--- config.mk ---
export PLATFORM = sky130hd
export DESIGN_NAME = fixed_exp_sched_flat
export DESIGN_NICKNAME = d
export VERILOG_FILES = /design/src/rtl/fixed_exp_sched_pkg.sv /design/src/rtl/fixed_exp_sched_if.sv /design/src/rtl/fixed_exp_sched_rr_arbiter.sv /design/src/rtl/fixed_exp_sched.sv /design/src/flat_wrapper.sv
export SDC_FILE = /design/constraint.sdc
export NUM_CORES = 1
export LEC_CHECK = 0
export ABC_AREA = 1
export CAP_MARGIN = 20
export CORE_MARGIN = 3
export CORE_UTILIZATION = 41
export CTS_BUF_LIST = sky130_fd_sc_hd__clkbuf_8 sky130_fd_sc_hd__clkbuf_16
export CTS_CLUSTER_DIAMETER = 80
export DETAILED_ROUTE_END_ITERATION = 16
export MAX_ROUTING_LAYER = met4
export PLACE_DENSITY = 0.82
export RECOVER_POWER = 50
export SYNTH_ARGS = -nofsm -noshare
export SYNTH_HDL_FRONTEND = slang
export SYNTH_HIERARCHICAL = 1
export SYNTH_SLANG_ARGS = --single-unit
--- constraint.sdc ---
create_clock -name ck2 -period 3.43 [get_ports ck2]
set_clock_uncertainty 0.2 [all_clocks]
set_input_delay 0.8575 -clock ck2 [delete_from_list [all_inputs] [get_ports ck2]]
set_output_delay 0.8575 -clock ck2 [all_outputs]
set_load 0.05 [all_outputs]
--- src/rtl/fixed_exp_sched_pkg.sv ---
`default_nettype none
// +--------------------------------------------------------------------------+
// | fixed_exp_sched_pkg                                                      |
// | Shared types and constants for the Q4.28 exponential scheduler:          |
// | Q4.28 unity, FSM state encoding and the 1/k! coefficient ROM.            |
// | Rev 1.0 - initial release                                                |
// +--------------------------------------------------------------------------+
package fixed_exp_sched_pkg;

  // Q4.28 representation of 1.0
  localparam logic [31:0] c_one = 32'h1000_0000;

  typedef enum logic [2:0] {
    S_IDLE = 3'd0,
    S_LOAD = 3'd1,
    S_MUL  = 3'd2,
    S_ACC  = 3'd3,
    S_SYNC = 3'd4,
    S_DONE = 3'd5
  } state_t;

  // 1/k! in Q4.28, round-to-nearest; zero outside k=1..8
  function automatic logic [31:0] coef(input logic [3:0] k);
    case (k)
      4'd1:    coef = c_one;
      4'd2:    coef = 32'h0800_0000;
      4'd3:    coef = 32'h02AA_AAAB;
      4'd4:    coef = 32'h00AA_AAAB;
      4'd5:    coef = 32'h0022_2222;
      4'd6:    coef = 32'h0005_B05B;
      4'd7:    coef = 32'h0000_D00D;
      4'd8:    coef = 32'h0000_1A02;
      default: coef = 32'h0000_0000;
    endcase
  endfunction

endpackage
`default_nettype wire

--- src/rtl/fixed_exp_sched_if.sv ---
`default_nettype none
// +--------------------------------------------------------------------------+
// | fixed_exp_sched_if                                                       |
// | Requester handshake plus datapath control bundle of the scheduler.       |
// | master = requesters/datapath side, slave = scheduler side.               |
// | Rev 1.0 - initial release                                                |
// +--------------------------------------------------------------------------+
interface fixed_exp_sched_if #(
  parameter int NREQ = 4
);
  logic [NREQ-1:0]      req;
  logic [32*NREQ-1:0]   arg;
  logic [NREQ-1:0]      gnt;
  logic                 busy;
  logic                 done;
  logic [31:0]          x_out;
  logic [31:0]          cf;
  logic                 m0;
  logic                 m1;
  logic                 res_m1;
  logic                 res_m2;
  logic                 res_a1;
  logic                 st;
  logic [3:0]           term_idx;

  modport master (
    output req, arg,
    input  gnt, busy, done, x_out, cf, m0, m1, res_m1, res_m2, res_a1, st, term_idx
  );

  modport slave (
    input  req, arg,
    output gnt, busy, done, x_out, cf, m0, m1, res_m1, res_m2, res_a1, st, term_idx
  );
endinterface
`default_nettype wire

--- src/rtl/fixed_exp_sched_rr_arbiter.sv ---
`default_nettype none
// +--------------------------------------------------------------------------+
// | fixed_exp_sched_rr_arbiter                                               |
// | Combinational round-robin pick: first asserted request at or after the   |
// | pointer, returned as one-hot grant and encoded index.                    |
// | Rev 1.0 - initial release                                                |
// +--------------------------------------------------------------------------+
module fixed_exp_sched_rr_arbiter #(
  parameter int NREQ = 4,
  parameter int IDXW = 2
) (
  input  wire logic [NREQ-1:0] i_req,
  input  wire logic [IDXW-1:0] i_ptr,
  output logic      [NREQ-1:0] o_gnt,
  output logic      [IDXW-1:0] o_idx,
  output logic                 o_any
);

  localparam logic [IDXW:0] c_nreq = (IDXW+1)'(NREQ);

  logic [IDXW:0]   w_sum;
  logic [IDXW-1:0] w_cand;

  // Scan candidates pointer, pointer+1, ... modulo NREQ; first hit wins
  always_comb begin
    o_gnt  = '0;
    o_idx  = '0;
    o_any  = 1'b0;
    w_sum  = '0;
    w_cand = '0;
    for (int i = 0; i < NREQ; i++) begin
      w_sum = {1'b0, i_ptr} + (IDXW+1)'(i);
      if (w_sum >= c_nreq) begin
        w_sum = w_sum - c_nreq;
      end
      w_cand = w_sum[IDXW-1:0];
      if (!o_any && i_req[w_cand]) begin
        o_any         = 1'b1;
        o_gnt[w_cand] = 1'b1;
        o_idx         = w_cand;
      end
    end
  end

endmodule
`default_nettype wire

--- src/rtl/fixed_exp_sched.sv ---
`default_nettype none
// +--------------------------------------------------------------------------+
// | fixed_exp_sched                                                          |
// | Round-robin scheduler/sequencer for the shared Q4.28 exponential         |
// | datapath: latches the winner's argument, steps the Taylor series term by |
// | term and drives mux selects, unit resets, 1/k! and the done pulse.       |
// | Rev 1.0 - initial release                                                |
// +--------------------------------------------------------------------------+
module fixed_exp_sched
  import fixed_exp_sched_pkg::*;
#(
  parameter int NREQ    = 4,
  parameter int NTERMS  = 8,
  parameter int MUL_LAT = 2,
  parameter int ADD_LAT = 1
) (
  input wire logic         ck2,
  input wire logic         res,
  fixed_exp_sched_if.slave bus
);

  localparam int               IDXW       = $clog2(NREQ);
  localparam logic [3:0]       c_mul_last = 4'(MUL_LAT - 1);
  localparam logic [3:0]       c_add_last = 4'(ADD_LAT - 1);
  localparam logic [3:0]       c_nterms   = 4'(NTERMS);
  localparam logic [IDXW-1:0]  c_last_idx = IDXW'(NREQ - 1);

  state_t            r_state;
  state_t            w_state_nxt;
  logic [IDXW-1:0]   r_ptr;
  logic [IDXW-1:0]   r_win;
  logic [NREQ-1:0]   r_gnt;
  logic [31:0]       r_x;
  logic [3:0]        r_k;
  logic [3:0]        r_phase;
  logic [NREQ-1:0]   w_arb_gnt;
  logic [IDXW-1:0]   w_arb_idx;
  logic              w_arb_any;
  logic              w_phase_end;
  logic              w_series;

  fixed_exp_sched_rr_arbiter #(
    .NREQ (NREQ),
    .IDXW (IDXW)
  ) u_arb (
    .i_req (bus.req),
    .i_ptr (r_ptr),
    .o_gnt (w_arb_gnt),
    .o_idx (w_arb_idx),
    .o_any (w_arb_any)
  );

  assign w_phase_end = (r_phase == 4'd0);
  assign w_series    = (r_state == S_MUL) || (r_state == S_ACC);
  assign bus.gnt     = r_gnt;
  assign bus.x_out   = r_x;

  // State register
  always_ff @(posedge ck2) begin
    if (res) begin
      r_state <= S_IDLE;
    end else begin
      r_state <= w_state_nxt;
    end
  end

  // Next state and decoded datapath controls; the units stay out of reset
  // from LOAD through DONE so the result is still valid when done pulses
  always_comb begin
    w_state_nxt  = r_state;
    bus.busy     = (r_state != S_IDLE);
    bus.done     = (r_state == S_DONE);
    bus.st       = (r_state == S_SYNC);
    bus.res_m1   = (r_state == S_IDLE);
    bus.res_m2   = (r_state == S_IDLE);
    bus.res_a1   = (r_state == S_IDLE);
    bus.term_idx = w_series ? r_k : 4'd0;
    bus.cf       = w_series ? coef(r_k) : 32'h0;
    bus.m1       = w_series;
    bus.m0       = w_series && (r_k > 4'd1);
    case (r_state)
      S_IDLE: if (w_arb_any) w_state_nxt = S_LOAD;
      S_LOAD: w_state_nxt = S_MUL;
      S_MUL:  if (w_phase_end) w_state_nxt = S_ACC;
      S_ACC:  if (w_phase_end) w_state_nxt = (r_k < c_nterms) ? S_MUL : S_SYNC;
      S_SYNC: w_state_nxt = S_DONE;
      S_DONE: w_state_nxt = S_IDLE;
      default: w_state_nxt = S_IDLE;
    endcase
  end

  // Grant/argument capture, term and phase counters, round-robin pointer
  always_ff @(posedge ck2) begin
    if (res) begin
      r_ptr   <= '0;
      r_win   <= '0;
      r_gnt   <= '0;
      r_x     <= '0;
      r_k     <= 4'd0;
      r_phase <= 4'd0;
    end else begin
      case (r_state)
        S_IDLE: begin
          if (w_arb_any) begin
            r_gnt <= w_arb_gnt;
            r_win <= w_arb_idx;
            r_x   <= bus.arg[{w_arb_idx, 5'd0} +: 32];
          end
        end
        S_LOAD: begin
          r_k     <= 4'd1;
          r_phase <= c_mul_last;
        end
        S_MUL: begin
          r_phase <= w_phase_end ? c_add_last : (r_phase - 4'd1);
        end
        S_ACC: begin
          if (w_phase_end) begin
            r_phase <= c_mul_last;
            if (r_k < c_nterms) begin
              r_k <= r_k + 4'd1;
            end
          end else begin
            r_phase <= r_phase - 4'd1;
          end
        end
        S_DONE: begin
          r_gnt <= '0;
          r_ptr <= (r_win == c_last_idx) ? '0 : (r_win + 1'b1);
        end
        default: begin
        end
      endcase
    end
  end

endmodule
`default_nettype wire

--- src/flat_wrapper.sv ---
// flat-port wrapper written by rule: the top's interface ports become plain ports
module fixed_exp_sched_flat import fixed_exp_sched_pkg::*;
#(
  parameter int NREQ    = 4,
  parameter int NTERMS  = 8,
  parameter int MUL_LAT = 2,
  parameter int ADD_LAT = 1
)
  (ck2, res, bus_req, bus_arg, bus_gnt, bus_busy, bus_done, bus_x_out, bus_cf, bus_m0, bus_m1, bus_res_m1, bus_res_m2, bus_res_a1, bus_st, bus_term_idx);
  fixed_exp_sched_if #(.NREQ(NREQ)) bus_i ();
  input wire logic ck2;
  input wire logic res;
  input wire logic [$bits(bus_i.req)-1:0] bus_req;
  input wire logic [$bits(bus_i.arg)-1:0] bus_arg;
  output wire logic [$bits(bus_i.gnt)-1:0] bus_gnt;
  output wire logic [$bits(bus_i.busy)-1:0] bus_busy;
  output wire logic [$bits(bus_i.done)-1:0] bus_done;
  output wire logic [$bits(bus_i.x_out)-1:0] bus_x_out;
  output wire logic [$bits(bus_i.cf)-1:0] bus_cf;
  output wire logic [$bits(bus_i.m0)-1:0] bus_m0;
  output wire logic [$bits(bus_i.m1)-1:0] bus_m1;
  output wire logic [$bits(bus_i.res_m1)-1:0] bus_res_m1;
  output wire logic [$bits(bus_i.res_m2)-1:0] bus_res_m2;
  output wire logic [$bits(bus_i.res_a1)-1:0] bus_res_a1;
  output wire logic [$bits(bus_i.st)-1:0] bus_st;
  output wire logic [$bits(bus_i.term_idx)-1:0] bus_term_idx;
  assign bus_i.req = bus_req;
  assign bus_i.arg = bus_arg;
  assign bus_gnt = bus_i.gnt;
  assign bus_busy = bus_i.busy;
  assign bus_done = bus_i.done;
  assign bus_x_out = bus_i.x_out;
  assign bus_cf = bus_i.cf;
  assign bus_m0 = bus_i.m0;
  assign bus_m1 = bus_i.m1;
  assign bus_res_m1 = bus_i.res_m1;
  assign bus_res_m2 = bus_i.res_m2;
  assign bus_res_a1 = bus_i.res_a1;
  assign bus_st = bus_i.st;
  assign bus_term_idx = bus_i.term_idx;
  fixed_exp_sched #(.NREQ(NREQ), .NTERMS(NTERMS), .MUL_LAT(MUL_LAT), .ADD_LAT(ADD_LAT)) u_core (.ck2(ck2), .res(res), .bus(bus_i));
endmodule
* Yosys cells after proc, flatten, opt, wreduce, memory -nomap -nowiden
Memory sizes are Yosys's and may differ from the RTL's. A register that Yosys moved wholly into a read port is not among the register bits.
Cells that the tools add are included.
** Word-level totals
- Register bits after elaboration :: 51
- Bits in read-only memories :: 368
- Bits of input ports :: 134
- Output and inout port bits :: 80
- Word-level logic and storage cells :: 118
- Memories kept :: 1
** Operators by class
- $add $sub $neg :: 10
- Order comparisons :: 14
- Eq/ne operators :: 10
- Shift-type cells :: 1
- Muxes and demuxes :: 50
- Bitwise logic cells :: 3
- Reduce and logical (&&, ||, !) cells :: 22
** Memories
- (name not given) :: depth 16, bits a word 23, read ports 1, clocked after memory_dff 1, write ports 0, RTL line fixed_exp_sched_pkg.sv:24 : case (k)
** Operator list (count)
- variable part select 128 x 8 -> 32 bit :: 1
- two-way mux 4 bit :: 12
- two-way mux 32 bit :: 1
- two-way mux 2 bit :: 9
- one-hot mux 4 bit (2 select lines) :: 2
- one-hot mux 3 bit (5 select lines) :: 1
- < comparator 2 x 3 -> 1 bit, second input constant :: 4
- two-way mux 1 bit :: 12
- two-way mux 3 bit :: 4
- OR 4 bit :: 3
- one-hot mux 4 bit (3 select lines) :: 1
- greater-or-equal comparator 3 bit, second input constant :: 3
- binary-select mux 1 bit (select 2 bit) :: 4
- demux 1 bit (select 2 bit) :: 4
- greater-or-equal comparator 2 x 1 -> 1 bit, second input constant :: 4
- logical AND 1 bit :: 8
- subtractor 2 x 1 -> 2 bit, second input constant :: 4
- adder 2 x 2 -> 3 bit, second input constant :: 2
- == test 3 x 2 -> 1 bit, second input constant :: 2
- == test 3 bit, second input constant :: 2
- != test 2 x 1 -> 1 bit, second input constant :: 3
- AND reduction 3 bit :: 2
- nonzero test 3 bit :: 2
- adder 4 x 1 -> 4 bit, second input constant :: 1
- 15 further kinds :: 19

* Longest topological paths before layout
- Word-level depth :: 16
- Depth in mapped cells :: 16
- Depth with buffers taken out :: 13

* Modules after synthesis
The synthesis kept the hierarchy.
** By module, submodules not included
- fixed_exp_sched :: times used 1, cells an instance 559, area each 3753.6 µm², seq. area each 1281.2 µm²
- fixed_exp_sched_rr_arbiter :: times used 1, cells an instance 74, area each 440.4 µm², seq. area each 0.0 µm²

* Worst setup path before layout
OpenSTA, ideal clock, no wires.
- Kind :: register to output
- Start point :: register u_core.r_state[1]
- End point :: output port bus_cf[16]
- Arrival time :: 2.994 ns
- Required time :: 2.372 ns
- Path slack :: -0.622 ns
- Cell stages (with the launch flop) :: 7
- Path buffers :: 2
- Cell sequence :: dfxtp_1 -> inv_1 -> nor2_1 -> clkinv_1 -> clkbuf_1 -> nor2_1 -> buf_4
** Between the ends
- Word-level cells in the longest chain between the ends :: 3
- Elaborated cells on any way between the ends :: 4
- Classes of those cells :: eq/ne: 2; mux: 1; reduce/logical: 1
** RTL lines
- start, declared :: RTL line fixed_exp_sched.sv:28 : state_t r_state;
- start signal, assigned :: RTL line fixed_exp_sched.sv:63 : r_state <= w_state_nxt;
- == test 3 x 2 -> 1 bit :: RTL line fixed_exp_sched.sv:54 : assign w_series = (r_state == S_MUL) || (r_state == S_ACC);
- logical OR 1 bit (*) :: RTL line fixed_exp_sched.sv:54
- named net bus_m1 :: RTL line flat_wrapper.sv:21 : output wire logic [$bits(bus_i.m1)-1:0] bus_m1;
- two-way mux 32 bit (*) :: RTL line fixed_exp_sched.sv:78 : bus.cf = w_series ? coef(r_k) : 32'h0;
- end, declared :: RTL line flat_wrapper.sv:19 : output wire logic [$bits(bus_i.cf)-1:0] bus_cf;
Mark *: on every way through the listed nets, which the timed path passes. The rest lies on a longest branch.

* Final worst setup path
- Start point :: register u_core.r_state[1]
- End point :: output port bus_m0
** Between the ends
- Word-level cells in the longest chain between the ends :: 3
- Elaborated cells on any way between the ends :: 4
- Classes of those cells :: eq/ne: 2; reduce/logical: 2
** RTL lines
- == test 3 x 2 -> 1 bit :: RTL line fixed_exp_sched.sv:54
- logical OR 1 bit (*) :: RTL line fixed_exp_sched.sv:54
- logical AND 1 bit (*) :: RTL line fixed_exp_sched.sv:80 : bus.m0 = w_series && (r_k > 4'd1);
- end, declared :: RTL line flat_wrapper.sv:20 : output wire logic [$bits(bus_i.m0)-1:0] bus_m0;
Every way passes the cells marked *; elsewhere a longest branch is shown, timed or not.

==> flow_summary.yaml <==
routing:
  wl_met1_mm: 5.424
  vias_per_cell: 5.035
  wl_met3_um: 890
  dr_wl_met2_mm: 6.842
  highest_layer: "met4"
  wl_per_cell_um: 14.20
  detail-route-antenna-nets: 0
  drtIter0Drc: 306
  dr_total_vias: 4788
  dr.pass1.iters: 4
  route.detailed.drc: 0
  drt-total-wl_mm: 13.50
placement:
  post-place-ws_ps: 153.1
  port_buffers: 204
  hpwl_mm: 10.56
  place_congestion: 0.9124
  dpl-instance-area_um2: 6192
run_status:
  status: "finished, final reports clean"
die:
  core-area_um2: 9864
  boundaryPins: 214
  start_util_pct: 42.52
  rows: 36
  die_y_um: 107.1
  fp.dieW_um: 107.1
  die_area_um2: 11480
power:
  power_mw: 3.983
  peakVddDrop_uv: 298.4
  power.density_nw_per_um2: 631.1
  p_leak_nw: 2.708
finish:
  final_common_cell: "nor2_1"
  final_cell_mix: "nor2_1, clkdlybuf4s50_1, o21ai_0, dfxtp_1"
  n_antenna_cell: 0
  syn_to_final_growth_pct: 50.48
  final_cell_area_um2: 6311
  drive_above_1_share_pct: 12.22
  fillers: 896
  layout.nets: 958
sta:
  hold_violations: 0
  timing.hold.ws_ps: 292.9
  finalCritPeriodShare_pct: 90.07
  setup_violations: 0
  fmax_ghz: 0.3237
  timing.final.crit_period_ps: 3089
  relSlewSlack_pct: 58.59
  worst_pin_slew_ps: 621.1
  fin_setup_tns_ps: 0
  slew_violations: 0
  rsz0062_at_grt: "false"
  worst_slack_ps: 340.6
clock_network:
  clock_latency_ps: 340
  cts_setup_buffers: 0
  postCtsHoldBufs: 0
  numCtsBuffers: 9
  root_buffer: "clkbuf_8"
  cts.clk_slew.worst_paths_ps: 80
  cts_max_level: 3
  numClockSinks: 64
  cts.repair.resized: 0
  cts_buffer_depth: 2
  cts_tree: "done"
grt:
  grt_pass1_vias: 4500
  grt_pass1_wl_mm: 21.42
  track_usage_pct: 23.60
  grt_max_degree: 57
  grt-ovfl-total: 0
  antenna_found_initial: 0
logic_synthesis:
  yosysWarningCount: 6
  syn_area_um2: 4194
  yosysSeqAreaShare_pct: 30.55
  ys_types: 36
  ys_ff_latch: 64
  synth_cells: 633
  syn_area_per_cell_um2: 6.626
worst_hold_path:
  min_path_cells: 2
  hold_path_class: "reg2reg"
run:
  maxCapViolations: 0
worst_setup_path:
  crit_fanout: 18
  startpoint: "u_core/r_state[1]"
  crit_cells: 5
  timing.rr.end: "u_core/bus.x_out[28]"
  cpLargestDelayFamily: "buffers and inverters"
  arrival_ps: 2030
  reg2reg_from: "u_core/r_ptr[1]"
  rr_worst_depth: 12
  critPathKind: "reg2out"
  cp_slowest_cell: "dfxtp_1"
  worst_ep_required_time_ps: 2370
  critPathBufInv: 3
  critPathMaxStageDelay_ps: 430
  cp-endpoint: "bus_m0"
  ff2ff_setup_slack_ps: 440
  end_kind: "primary output"
  path_cells: "inv_1, nor2_2, clkinv_1, a31oi_1, buf_4"
  start_kind: "register"
[routing by layer]
layer | vias up | GRT usage, %
li1 | 2436 | -
met1 | 2125 | 27.53
met2 | 201 | 40.26
met3 | 26 | 5.117
met4 | 0 | 7.945
met5 | - | -
[worst min-delay path: cells and delay by family, from the launching register on]
family,cells,cell delay [ps]
DFF,1,320
and+or+nand+nor,1,70
AOI/OAI and AO/OA,1,50
[cells by family (layout without fill, tap and decap cells)]
kind of cell,count (synthesis),count (layout),synth area share (%)
simple gates,282,282,32.19
compound gates,166,166,21.48
buf+inv,109,286,12.41
flops,64,64,30.55
fa+ha+maj,11,11,3.282
other cells,1,9,0.08941
[stage by stage]
stage / std cells / util, %
6_report: 951 / 63.98
5_1_grt: 951 / 63.98
4_1_cts: 951 / 64.51
3_5_place_dp: 935 / 62.77
3_3_place_gp: 935 / 62.77
2_1_floorplan: 641 / -
[cell type report]
| class | instances | area [um^2] | share of cell area [%] |
|---|---|---|---|
| clock inverter | 7 | 47.55 | 0.7534 |
| multi-input combinational | 468 | 2397 | 37.99 |
| timing repair buffer | 216 | 2091 | 33.13 |
| inverter | 54 | 203.9 | 3.232 |
| sequential | 64 | 1281 | 20.30 |
| clock buffer | 9 | 123.9 | 1.963 |
| tap | 133 | 166.4 | 2.637 |
[how the worst min path moves through the flow]
| stage | startpoint | to | slack, ps |
|---|---|---|---|
| 2_1_floorplan | u_core/r_phase[3] | u_core/r_phase[3] | 260 |
| 5_1_grt | u_core/bus.gnt[2] | u_core/bus.gnt[2] | 320 |
| 3_3_place_gp | u_core/r_phase[3] | u_core/r_phase[3] | 270 |
| 6_report | u_core/bus.gnt[2] | u_core/bus.gnt[2] | 290 |
| 4_1_cts | u_core/bus.gnt[2] | u_core/bus.gnt[2] | 300 |
| 3_5_place_dp | u_core/bus.gnt[0] | u_core/bus.gnt[0] | 290 |
[where the power goes]
| group | total, mW | internal, mW | switching [mW] |
|---|---|---|---|
| Sequential | 1.10 | 0.971 | 0.128 |
| Combinational | 2.31 | 0.742 | 1.57 |
| Clock | 0.577 | 0.262 | 0.316 |
[cells in the mapped netlist]
library cell	number	area share, %
buf_6	3	0.81
a221oi_1	1	0.21
o21ai_2	1	0.21
nand2_1	41	3.7
buf_2	5	0.60
o22ai_1	6	0.90
nor3_1	2	0.24
a21boi_0	4	0.72
clkinv_1	1	0.089
nor2_4	2	0.54
nand2_8	2	0.95
a31oi_1	28	4.2
nand3_2	6	1.4
nand4_1	9	1.3
nor2_8	1	0.48
conb_1	1	0.089
o211ai_1	1	0.18
or2_2	1	0.15
o21ai_0	104	12
nand2_4	6	1.6
ha_1	11	3.3
o211a_1	1	0.24
inv_4	1	0.15
nand3_4	3	1.3
nand3_1	33	3.9
nor2_1	162	14
clkbuf_1	24	2.1
inv_1	43	3.8
inv_2	9	0.81
clkbuf_2	1	0.12
o31ai_1	1	0.18
buf_1	1	0.089
nand2_2	14	2.1
dfxtp_1	64	31
buf_4	21	3.8
a21oi_1	19	2.3
Power figures use the tool's default switching activity.
